**src/rtl/hc595_scan_if.sv**
```systemverilog
// Host-side bundle for the 74HC595 scan controller: frame-buffer write port,
// blank control, the serial chain pins, and the controller state for checkers.
interface hc595_scan_if #(
    parameter int SEG_W = 8
);
    // wr_en is a one-cycle strobe with no back-pressure. The write is taken on
    // every clk edge where it is high, and the controller never stalls it.
    logic             wr_en;
    logic [2:0]       wr_addr;
    logic [SEG_W-1:0] wr_data;
    logic             blank;
    logic             shcp;
    logic             stcp;
    logic             ds;
    logic             oe;
    logic [1:0]       dbg_state;

    modport master (
        output wr_en, wr_addr, wr_data, blank,
        input  shcp, stcp, ds, oe, dbg_state
    );

    modport slave (
        input  wr_en, wr_addr, wr_data, blank,
        output shcp, stcp, ds, oe, dbg_state
    );
endinterface

```
**src/rtl/hc595_scan_ctrl.sv**
```systemverilog
// Multiplexed seven-segment scan controller. Once per slot it serializes
// {~segments, one-hot-low select} into a 74HC595 chain and then latches it.
module hc595_scan_ctrl #(
    parameter int DIGITS      = 6,
    parameter int SEG_W       = 8,
    parameter int CLK_DIV     = 2,
    parameter int SCAN_CYCLES = 50000
) (
    input  logic         clk,
    input  logic         rst,
    hc595_scan_if.slave  bus
);
    localparam int TOTAL = SEG_W + DIGITS;
    localparam int TW    = $clog2(SCAN_CYCLES);
    localparam int DW    = $clog2(2 * CLK_DIV);
    localparam int BW    = $clog2(TOTAL);

    localparam logic [TW-1:0] TMAX  = TW'(SCAN_CYCLES - 1);
    localparam logic [DW-1:0] DMAX  = DW'(2 * CLK_DIV - 1);
    localparam logic [DW-1:0] DHALF = DW'(CLK_DIV - 1);
    localparam logic [BW-1:0] BMAX  = BW'(TOTAL - 1);
    localparam logic [2:0]    IMAX  = 3'(DIGITS - 1);

    typedef enum logic [1:0] {S_IDLE, S_LOAD, S_SHIFT, S_LATCH} state_t;

    state_t           r_state;
    logic [TW-1:0]    r_timer;
    logic [SEG_W-1:0] r_buf [DIGITS];
    logic [2:0]       r_idx;
    logic [TOTAL-1:0] r_sh;
    logic [DW-1:0]    r_div;
    logic [BW-1:0]    r_bit;
    logic             r_shcp;
    logic             r_stcp;
    logic             r_oe;
    logic             r_started;

    logic             w_tick;
    logic             w_wr_ok;
    logic [DIGITS-1:0] w_sel;
    logic [TOTAL-1:0] w_word;

    assign w_tick  = (r_timer == TMAX);
    assign w_wr_ok = bus.wr_en && (int'(bus.wr_addr) < DIGITS);
    assign w_sel   = ~(DIGITS'(1) << r_idx);
    assign w_word  = {~r_buf[r_idx], w_sel};

    always_ff @(posedge clk or posedge rst) begin
        if (rst) begin
            r_timer <= TMAX;
        end else begin
            r_timer <= w_tick ? '0 : r_timer + 1'b1;
        end
    end

    always_ff @(posedge clk or posedge rst) begin
        if (rst) begin
            for (int i = 0; i < DIGITS; i++) r_buf[i] <= '0;
        end else if (w_wr_ok) begin
            r_buf[bus.wr_addr] <= bus.wr_data;
        end
    end

    // The shift register shifts on every bit end, including the last one, so
    // it has drained to zero by LATCH and its MSB can drive ds directly.
    always_ff @(posedge clk or posedge rst) begin
        if (rst) begin
            r_state   <= S_IDLE;
            r_sh      <= '0;
            r_div     <= '0;
            r_bit     <= '0;
            r_idx     <= '0;
            r_shcp    <= 1'b0;
            r_stcp    <= 1'b0;
            r_oe      <= 1'b1;
            r_started <= 1'b0;
        end else begin
            if (r_started) r_oe <= bus.blank;
            case (r_state)
                S_IDLE: begin
                    r_shcp <= 1'b0;
                    r_stcp <= 1'b0;
                    if (w_tick) r_state <= S_LOAD;
                end
                S_LOAD: begin
                    r_sh    <= w_word;
                    r_bit   <= '0;
                    r_div   <= '0;
                    r_shcp  <= 1'b0;
                    r_state <= S_SHIFT;
                end
                S_SHIFT: begin
                    if (r_div == DMAX) begin
                        r_div  <= '0;
                        r_shcp <= 1'b0;
                        r_sh   <= {r_sh[TOTAL-2:0], 1'b0};
                        if (r_bit == BMAX) begin
                            r_stcp  <= 1'b1;
                            r_state <= S_LATCH;
                        end else begin
                            r_bit <= r_bit + 1'b1;
                        end
                    end else begin
                        r_div <= r_div + 1'b1;
                        if (r_div == DHALF) r_shcp <= 1'b1;
                    end
                end
                S_LATCH: begin
                    if (r_div == DHALF) begin
                        r_div     <= '0;
                        r_stcp    <= 1'b0;
                        r_started <= 1'b1;
                        r_oe      <= bus.blank;
                        r_idx     <= (r_idx == IMAX) ? '0 : r_idx + 1'b1;
                        r_state   <= S_IDLE;
                    end else begin
                        r_div <= r_div + 1'b1;
                    end
                end
                default: r_state <= S_IDLE;
            endcase
        end
    end

    assign bus.shcp      = r_shcp;
    assign bus.stcp      = r_stcp;
    assign bus.ds        = r_sh[TOTAL-1];
    assign bus.oe        = r_oe;
    assign bus.dbg_state = r_state;
endmodule

```
**src/flat_wrapper.sv**
```systemverilog
// flat-port wrapper written by rule: the top's interface ports become plain ports
module hc595_scan_ctrl_flat 
#(
    parameter int DIGITS      = 6,
    parameter int SEG_W       = 8,
    parameter int CLK_DIV     = 2,
    parameter int SCAN_CYCLES = 50000
)
  (clk, rst, bus_wr_en, bus_wr_addr, bus_wr_data, bus_blank, bus_shcp, bus_stcp, bus_ds, bus_oe, bus_dbg_state);
  hc595_scan_if #(.SEG_W(SEG_W)) bus_i ();
  input  logic clk;
  input  logic rst;
  input wire logic [$bits(bus_i.wr_en)-1:0] bus_wr_en;
  input wire logic [$bits(bus_i.wr_addr)-1:0] bus_wr_addr;
  input wire logic [$bits(bus_i.wr_data)-1:0] bus_wr_data;
  input wire logic [$bits(bus_i.blank)-1:0] bus_blank;
  output wire logic [$bits(bus_i.shcp)-1:0] bus_shcp;
  output wire logic [$bits(bus_i.stcp)-1:0] bus_stcp;
  output wire logic [$bits(bus_i.ds)-1:0] bus_ds;
  output wire logic [$bits(bus_i.oe)-1:0] bus_oe;
  output wire logic [$bits(bus_i.dbg_state)-1:0] bus_dbg_state;
  assign bus_i.wr_en = bus_wr_en;
  assign bus_i.wr_addr = bus_wr_addr;
  assign bus_i.wr_data = bus_wr_data;
  assign bus_i.blank = bus_blank;
  assign bus_shcp = bus_i.shcp;
  assign bus_stcp = bus_i.stcp;
  assign bus_ds = bus_i.ds;
  assign bus_oe = bus_i.oe;
  assign bus_dbg_state = bus_i.dbg_state;
  hc595_scan_ctrl #(.DIGITS(DIGITS), .SEG_W(SEG_W), .CLK_DIV(CLK_DIV), .SCAN_CYCLES(SCAN_CYCLES)) u_core (.clk(clk), .rst(rst), .bus(bus_i));
endmodule
```
**config.mk**
```make
export PLATFORM = sky130hd
export DESIGN_NAME = hc595_scan_ctrl_flat
export DESIGN_NICKNAME = d
export VERILOG_FILES = /design/src/rtl/hc595_scan_if.sv /design/src/rtl/hc595_scan_ctrl.sv /design/src/flat_wrapper.sv
export SDC_FILE = /design/constraint.sdc
export NUM_CORES = 1
export LEC_CHECK = 0
export BUFFER_PORTS_ARGS = -buffer_cell sky130_fd_sc_hd__buf_2
export CORE_MARGIN = 4
export CORE_UTILIZATION = 45
export DETAILED_ROUTE_END_ITERATION = 7
export GPL_TIMING_DRIVEN = 0
export PLACE_DENSITY = 0.61
export SETUP_SLACK_MARGIN = 0.5
export SYNTH_ARGS = -nofsm -noshare
export SYNTH_HDL_FRONTEND = slang
export SYNTH_SLANG_ARGS = --single-unit
```
**constraint.sdc**
```tcl
create_clock -name clk -period 4.78 [get_ports clk]
set_clock_uncertainty 0.1 [all_clocks]
set_input_delay 1.434 -clock clk [delete_from_list [all_inputs] [get_ports clk]]
set_output_delay 1.434 -clock clk [all_outputs]
set_load 0.1 [all_outputs]
```
==> metrics.md, run 1 <==
| Metric | Value |
|---|---|
| Initial Util | `0.460` |
| Largest net degree at the start of global routing | `74` |
| Final Power | `roughly 0.0016 W` |
| Final ANT Viol Nets | `0` |
| DR vias | `2,790` |
| Place WS | `1.66 ns` |
| Area growth, synth to finish | `10.6%` |
| CP Cell Sequence | `buf_2` |
| Post-synth EDFFs | `0` |
| Synth async-reset ratio | `1.00` |
| Final setup fails | `0` |
| Cell Area, Synth | `roughly 0.0045 mm2` |
| Final Instance Area | `a little under 0.005 mm2` |
| Die area | `0.0115 mm2` |
| DRT iter0 DRCs | `93` |
| Clock Sinks | `93` |
| Vias/cell | `~5.3` |
| Drt first pass iters | `4` |
| Yosys cell types | `44` |
| Seq/Total Area, Yosys | `0.526` |
| RSZ-0062 raised after global routing | `no` |
| CP Class | `reg2out` |
| CP peak stage delay | `~0.53 ns` |
| Die height | `~110 um` |
| Top-Level Pins | `21` |
| Commonest register cell after synthesis | `dfrtp_1` |
| Routed len/inst | `16.4 um` |
| Slew headroom | `0.411` |
| PD cells | `between 300 and 400 mW/mm2` |
| Total grt overflow | `0` |
| Fillers | `884` |
| Syn_nets | `~380` |
| Port Buffers | `18` |
| Placed Instances | `a little over 500` |
| Hold_buf cts | `0` |
| Critical Path RT | `approximately 3.3 ns` |
| Chip width | `around 110 um` |
| CORE AREA | `~0.0097 mm2` |
| Tot GR Track Use | `0.162` |
| Synth warnings | `0` |
| CP Launch Type | `flip-flop` |
| CTS Buffer Depth | `2` |
| Slowest stage cell, crit path | `dfstp_2` |
| Placement row count | `36` |
| Status | `complete, no violations` |
| CTS Root Buffer Type | `clkbuf_8` |
| Initial antenna violation count | `0` |
| VDD IR-drop max | `0.239 mV` |
| CP endpoint kind | `output port` |
| Syn avg cell area | `between 10 and 15 um2` |
| DPL Wire Length | `a little under 6 mm` |
| Non-Filler Instances | `around 520` |
| Worst-path maximum fanout | `2` |
| CP arrival | `approximately 1.3 ns` |
| Htree depth | `3` |
| Number of global-route vias before repair | `2,785` |
| CTS tree | `done` |
| CP bufs+invs | `1` |
| TNS Setup | `0 ns` |
| Seq cells post-synth | `93` |
| Total CTS buffers | `9` |
| Hold Crit Class | `reg2reg` |
| Ant diodes | `0` |
| Final hold viol count | `0` |
| Setup WS post-layout | `slightly below 2 ns` |
| Syn Inst Count | `356` |
| Total of max-cap violations | `0` |
| Clk_lat worst skew | `0.36 ns` |
| Highest Clock Rate | `~0.35 GHz` |
| First-pass GRT wire length | `14.6 mm` |
| DRC violation count after routing | `0` |
| Routability cong. | `0.806` |
| # Post-CTS Setup Buffers | `0` |
| Clock-pin slew on the worst setup and hold paths | `approximately 0.09 ns` |
| Leak Pwr | `2.20 nW` |
| Family with the most delay on the worst path | `flip-flops` |
| Detailed Route WL | `8.58 mm` |
| Post-cts resize count | `0` |
| Layout Nets | `~410` |
| Final critical-path required period | `approximately 2.8 ns` |
| Final period utilization | `0.596` |
| Post-DP Area | `0.00474 mm2` |
| Final max-slew violation count | `0` |
| Worst slew pin tran | `slightly below 0.9 ns` |
| Fraction of layout cells with a size suffix above 1 | `0.276` |
==> metal layers <==
| layer | vias up | routed length [um] | global-route usage | share of wire |
|---|---|---|---|---|
| met5 | - | 0 | 0 | 0 |
| met4 | 0 | 143 | 0.0514 | 0.017 |
| met3 | 13 | 214 | 0.0330 | 0.025 |
| met2 | 30 | 3950 | 0.241 | 0.46 |
| met1 | 1403 | 4270 | 0.239 | 0.50 |
| li1 | 1344 | - | - | - |
==> synth_stat cells (all sizes together), types with 3 or more instances <==
cell type	count	area, um2
nand2	9	33.8
buf	5	48.8
o21ai	14	70.1
o22ai	4	25.0
nor2	26	97.6
ha	13	163
nand3	12	60.1
mux2i	11	110
mux4	8	203
mux2	52	586
dfrtp	83	2080
nand2b	4	25.0
xnor2	4	35.0
dfstp	10	263
or3	5	31.3
inv	11	41.3
a211oi	4	30.0
a31oi	5	31.3
a21o	4	30.0
and3	3	18.8
xor2	11	96.3
a21oi	11	55.1
nor3	6	40.0
nand4	4	25.0
nor2b	8	50.1
clkbuf	10	37.5
==> through the flow <==
step | hold WS, ns | util
6_report | 0.391 | 0.508
5_1_grt | 0.407 | 0.508
4_1_cts | 0.391 | 0.508
3_5_place_dp | 0.372 | 0.489
3_3_place_gp | 0.365 | 0.486
2_1_floorplan | 0.340 | -
==> registers in the layout (all words and copies together) (netlist names), 2 cells and up <==
name / cells
u_core.r_timer: 16
u_core.r_sh: 14
u_core.r_div: 2
u_core.bus.dbg_state: 2
u_core.r_buf: 48
u_core.r_idx: 3
u_core.r_bit: 4
==> path summary, 6_finish.rpt <==
path                                    startpoint                  to  slack (ns)  cells past startpoint
max                                  u_core.bus.oe              bus_oe        1.93                      1
min                             u_core.r_timer[15]  u_core.r_timer[15]        0.39                      2
max reg2reg                u_core.bus.dbg_state[0]      u_core.r_sh[9]        2.52                      8
min reg2reg                     u_core.r_timer[15]  u_core.r_timer[15]        0.39                      2
max in group asynchronous                      rst   u_core.r_timer[6]        2.99                      3
min in group asynchronous                      rst     u_core.r_bit[3]        0.91                      2
==> kinds of logic (layout without fill, tap and decap cells) <==
| logic type | Yosys count | after routing | share of synthesized area |
|---|---|---|---|
| muxes | 71 | 71 | 0.202 |
| and+or+nand+nor | 91 | 91 | 0.114 |
| DFF | 93 | 93 | 0.526 |
| xor gates and xnor gates | 15 | 15 | 0.0295 |
| buffers and inverters | 26 | 61 | 0.0287 |
| AOI/OAI and AO/OA | 47 | 47 | 0.0638 |
| adders and majority gates | 13 | 13 | 0.0365 |
==> power breakdown <==
group / leakage, nW / internal (W) / total [W] / switching (W)
Sequential: 1.16 / 0.000876 / 0.000917 / 0.0000411
Combinational: 0.952 / 0.000102 / 0.000169 / 0.0000661
Clock: 0.0931 / 0.000240 / 0.000506 / 0.000266
Total: 2.20 / 0.00122 / 0.00159 / 0.000373
==> placed cells by master (no fill, tap or decap), types with 3 or more instances in the layout <==
| master | count |
|---|---|
| clkbuf_1 | 12 |
| buf_2 | 20 |
| nand2b_1 | 4 |
| a211oi_1 | 4 |
| nand2_1 | 9 |
| a21oi_1 | 11 |
| mux2i_1 | 11 |
| mux4_1 | 6 |
| dfstp_2 | 10 |
| ha_1 | 13 |
| a31oi_1 | 5 |
| xnor2_1 | 4 |
| and3_1 | 3 |
| o21ai_0 | 13 |
| nand3_1 | 12 |
| nand4_1 | 4 |
| clkinv_2 | 3 |
| dfrtp_1 | 83 |
| o22ai_1 | 4 |
| xor2_1 | 11 |
| clkbuf_8 | 9 |
| nor2b_1 | 8 |
| inv_1 | 10 |
| nor2_1 | 26 |
| or3_1 | 5 |
| nor3_1 | 4 |
| mux2_2 | 52 |
| a21o_1 | 4 |
==> cell type report <==
type | instances | area (um2) | share of cell area
sequential | 93 | 2340 | 0.475
multi-input combinational | 237 | 1980 | 0.403
tap | 133 | 166 | 0.0338
clock buffer | 11 | 131 | 0.0267
timing repair buffer | 19 | 118 | 0.0239
buffer | 15 | 86.3 | 0.0175
clock inverter | 5 | 52.6 | 0.0107
inverter | 11 | 43.8 | 0.00890
No activity file was read; power rests on OpenSTA's default activity.
==> run 2, diff against run 1 <==
- ABC_AREA: default -> 1
- clock period: 4.78 -> 2.95 ns (I/O delays scaled with it)
==> run 2 against run 1 <==
  * Flip-flop and latch count unchanged
  * Core utilization grew 0.93 points
  * Power grew 62%
  * Global-route usage up 2.6 points
  * Critical path type unchanged
  * Combinational power rose by 43%
  * Final area grew 4.2%
  * Via count rose by 31%
  * Sequential share of layout area shrank 1.9 points
  * Hold slack got worse by 0.019 ns
  * Synthesized area rose by 3.9%
  * Critical endpoint unchanged
  * First-iteration DRC count rose by 81%
  * Cell count is 44% higher
==> metrics.md, run 2 <==
| Metric | Value |
|---|---|
| Synth async-reset ratio | `1.00 (unchanged)` |
| Top post-synthesis cells by area | `dfrtp_1 45%, nand2_1 14%, o21ai_0 6.6% (was dfrtp_1 47%, mux2_2 13%, dfstp_2 5.9%)` |
| Reg2reg path depth | `10 (was 8)` |
| Post-synth EDFFs | `0 (unchanged)` |
| Initial antenna violation count | `0 (unchanged)` |
| Commonest cells after routing, fill and taps aside | `178 x nand2_1, 83 x dfrtp_1, 69 x inv_1, 69 x nor2_1, 61 x o21ai_0 (was 83 x dfrtp_1, 52 x mux2_2, 26 x nor2_1)` |
| Final setup fails | `0 (unchanged)` |
| CTS tree | `done (unchanged)` |
| Fillers | `1,003 (was 884)` |
| TNS Setup | `0 ns (unchanged)` |
| Seq cells post-synth | `93 (unchanged)` |
| Biggest regs | `u_core.r_buf (48), u_core.r_timer (16), u_core.r_sh (14) (unchanged)` |
| Routability cong. | `0.806 (about the same)` |
| CP endpoint kind | `output port (unchanged)` |
| Commonest register cell after synthesis | `dfrtp_1 (unchanged)` |
| Leak Pwr | `2.60 nW (was 2.20 nW)` |
| Critical Path RT | `1.97 ns (was 3.25 ns)` |
| DRT iter0 DRCs | `168 (was 93)` |
| Area share of the largest cell type after synthesis | `0.449 (was 0.467)` |
| DR vias | `3,655 (was 2,790)` |
| Routed len/inst | `13.3 um (was 16.4 um)` |
| RSZ-0062 raised after global routing | `no (unchanged)` |
| CTS Buffer Depth | `2 (unchanged)` |
| Placement row count | `36 (unchanged)` |
| Final critical-path required period | `2.30 ns` |
| Synth warnings | `0 (unchanged)` |
| Seq/Total Area, Yosys | `0.506 (was 0.526)` |
| Detailed Route WL | `10.0 mm (was 8.58 mm)` |
| Hold_sp | `u_core.r_started (was u_core.r_timer[15])` |
| PD cells | `502 mW/mm2 (was 323 mW/mm2)` |
| Tot GR Track Use | `0.188 (was 0.162)` |
| CP Cell Sequence | `buf_2 (unchanged)` |
| Final Power | `0.00257 W (was 0.00159 W)` |
| Post-synth top cells | `178 x nand2_1, 83 x dfrtp_1, 70 x inv_1 (was 83 x dfrtp_1, 52 x mux2_2, 26 x nor2_1)` |
| Hold_buf cts | `0 (unchanged)` |
| VDD IR-drop max | `0.280 mV (was 0.239 mV)` |
| CP Class | `reg2out (unchanged)` |
| Yosys cell types | `35 (was 44)` |
| Placed Instances | `738 (was 508)` |
| Chip width | `109 um (was 107 um)` |
| Final hold viol count | `0 (unchanged)` |
| R2r endpoint | `u_core.r_sh[4] (was u_core.r_sh[9])` |
| Most common cell after layout, fill and taps aside | `nand2_1 (was dfrtp_1)` |
| Die height | `109 um (was 107 um)` |
| CP peak stage delay | `0.53 ns (about the same)` |
| Port Buffers | `20 (was 18)` |
| Die area | `0.0120 mm2 (was 0.0115 mm2)` |
| Final max-slew violation count | `0 (unchanged)` |
| Clock-pin slew on the worst setup and hold paths | `0.09 ns (about the same)` |
| CP bufs+invs | `1 (unchanged)` |
| Htree depth | `3 (unchanged)` |
| CP Launch Type | `flip-flop (unchanged)` |
| Worst Hold End | `u_core.r_started (was u_core.r_timer[15])` |
| Largest net degree at the start of global routing | `40 (was 74)` |
| Syn avg cell area | `7.93 um2 (was 12.5 um2)` |
| Largest register FFs | `48 (unchanged)` |
| Final period utilization | `0.779` |
| Non-Filler Instances | `754 (was 524)` |
| Drt first pass iters | `4 (unchanged)` |
| CORE AREA | `0.00991 mm2 (was 0.00968 mm2)` |
| Largest Register | `u_core.r_buf (unchanged)` |
| Number of global-route vias before repair | `3,507 (was 2,785)` |
| Highest Clock Rate | `roughly 0.43 GHz` |
| First-pass GRT wire length | `17.4 mm (was 14.6 mm)` |
| Area growth, synth to finish | `10.9% (was 10.6%)` |
| Final ANT Viol Nets | `0 (unchanged)` |
| Worst-path maximum fanout | `2 (unchanged)` |
| Ant diodes | `0 (unchanged)` |
| R2R Path Start | `u_core.bus.dbg_state[0] (unchanged)` |
| Dominant cell by count in the synthesized netlist | `nand2_1 (was dfrtp_1)` |
| Slew headroom | `0.678 (was 0.411)` |
| Top-Level Pins | `21 (unchanged)` |
| Total of max-cap violations | `0 (unchanged)` |
| # Post-CTS Setup Buffers | `0 (unchanged)` |
| Cell Area, Synth | `0.00462 mm2 (was 0.00445 mm2)` |
| Hold Crit Class | `reg2reg (unchanged)` |
| Layout Nets | `644 (was 414)` |
| Clock Sinks | `93 (unchanged)` |
| DRC violation count after routing | `0 (unchanged)` |
| Family with the most delay on the worst path | `flip-flops (unchanged)` |
| Total CTS buffers | `9 (unchanged)` |
| Area leader, netlist | `dfrtp_1 (unchanged)` |
| R2r setup slk | `1.10 ns (was 2.52 ns)` |
| Post-cts resize count | `0 (unchanged)` |
| DPL Wire Length | `7.36 mm (was 5.89 mm)` |
| Status | `complete, no violations (unchanged)` |
| Total grt overflow | `0 (unchanged)` |
| CTS Root Buffer Type | `clkbuf_8 (unchanged)` |
| Fraction of layout cells with a size suffix above 1 | `0.108 (was 0.276)` |
| Syn_nets | `611 (was 384)` |
| Clk_lat worst skew | `0.36 ns (about the same)` |
| CP arrival | `1.31 ns (about the same)` |
| Slowest stage cell, crit path | `dfstp_2 (unchanged)` |
| Vias/cell | `4.85 (was 5.32)` |
| Worst slew pin tran | `0.486 ns (was 0.879 ns)` |
| Initial Util | `0.466 (was 0.460)` |
| Hold path depth | `2 (unchanged)` |
| Syn Inst Count | `583 (was 356)` |
## run 2: final cells by class
| class | instances | area [um2] | share of cell area |
|---|---|---|---|
| Clock inverter | 4 | 50.0 | 0.00976 |
| Buffer | 13 | 76.3 | 0.0149 |
| Clock buffer | 12 | 145 | 0.0283 |
| Inverter | 76 | 292 | 0.0569 |
| Sequential cell | 93 | 2340 | 0.456 |
| Tap cell | 133 | 166 | 0.0325 |
| Multi-Input combinational cell | 401 | 1920 | 0.374 |
| Timing Repair Buffer | 22 | 140 | 0.0273 |
## run 2: kinds of logic (layout without fill, tap and decap cells)
family | after synthesis | after routing | share of synthesized area
and+or+nand+nor | 286 | 286 | 0.252
buffers and inverters | 89 | 127 | 0.0788
xor gates and xnor gates | 9 | 9 | 0.0171
AOI/OAI and AO/OA | 92 | 92 | 0.109
adders and majority gates | 13 | 13 | 0.0352
DFF | 93 | 93 | 0.506
muxes | 1 | 1 | 0.00244
## run 2: power breakdown
part	switching [W]	total (W)	internal [W]
clock network	0.000452	0.000867	0.000415
logic	0.000148	0.000241	0.0000934
registers	0.0000680	0.00147	0.00140
## run 2: per-layer routing
layer | GRT usage | wire length [um] | vias up
li1 | - | - | 1905
met1 | 0.264 | 4940 | 1682
met2 | 0.293 | 4550 | 54
met3 | 0.0352 | 369 | 14
met4 | 0.0650 | 182 | 0
met5 | 0 | 0 | -
## run 2: through the flow
stage | area (um2) | util | hold WS (ns) | setup WS, ns
6_report | 5130 | 0.517 | 0.372 | 0.651
5_1_grt | 5130 | 0.517 | 0.392 | 0.591
2_1_floorplan | 4630 | - | 0.337 | 0.588
4_1_cts | 5130 | 0.517 | 0.376 | 0.624
3_5_place_dp | 4930 | 0.498 | 0.356 | 0.828
3_3_place_gp | 4890 | 0.494 | 0.353 | 0.230
## run 2: tightest hold or removal path: stages, from the launching register on
cell	delay, ns
dfrtp_1	0.33
inv_1	0.03
nand2_1	0.08
## run 2: worst max-delay path by stage
stage	from	to	cells past startpoint
4_1_cts	u_core.bus.oe	bus_oe	1
6_report	u_core.bus.oe	bus_oe	1
2_1_floorplan	u_core.bus.dbg_state[0]	u_core.bus.dbg_state[0]	9
3_5_place_dp	bus_wr_en	u_core.r_buf[46]	6
3_3_place_gp	rst	u_core.r_buf[41]	2
5_1_grt	u_core.bus.oe	bus_oe	1
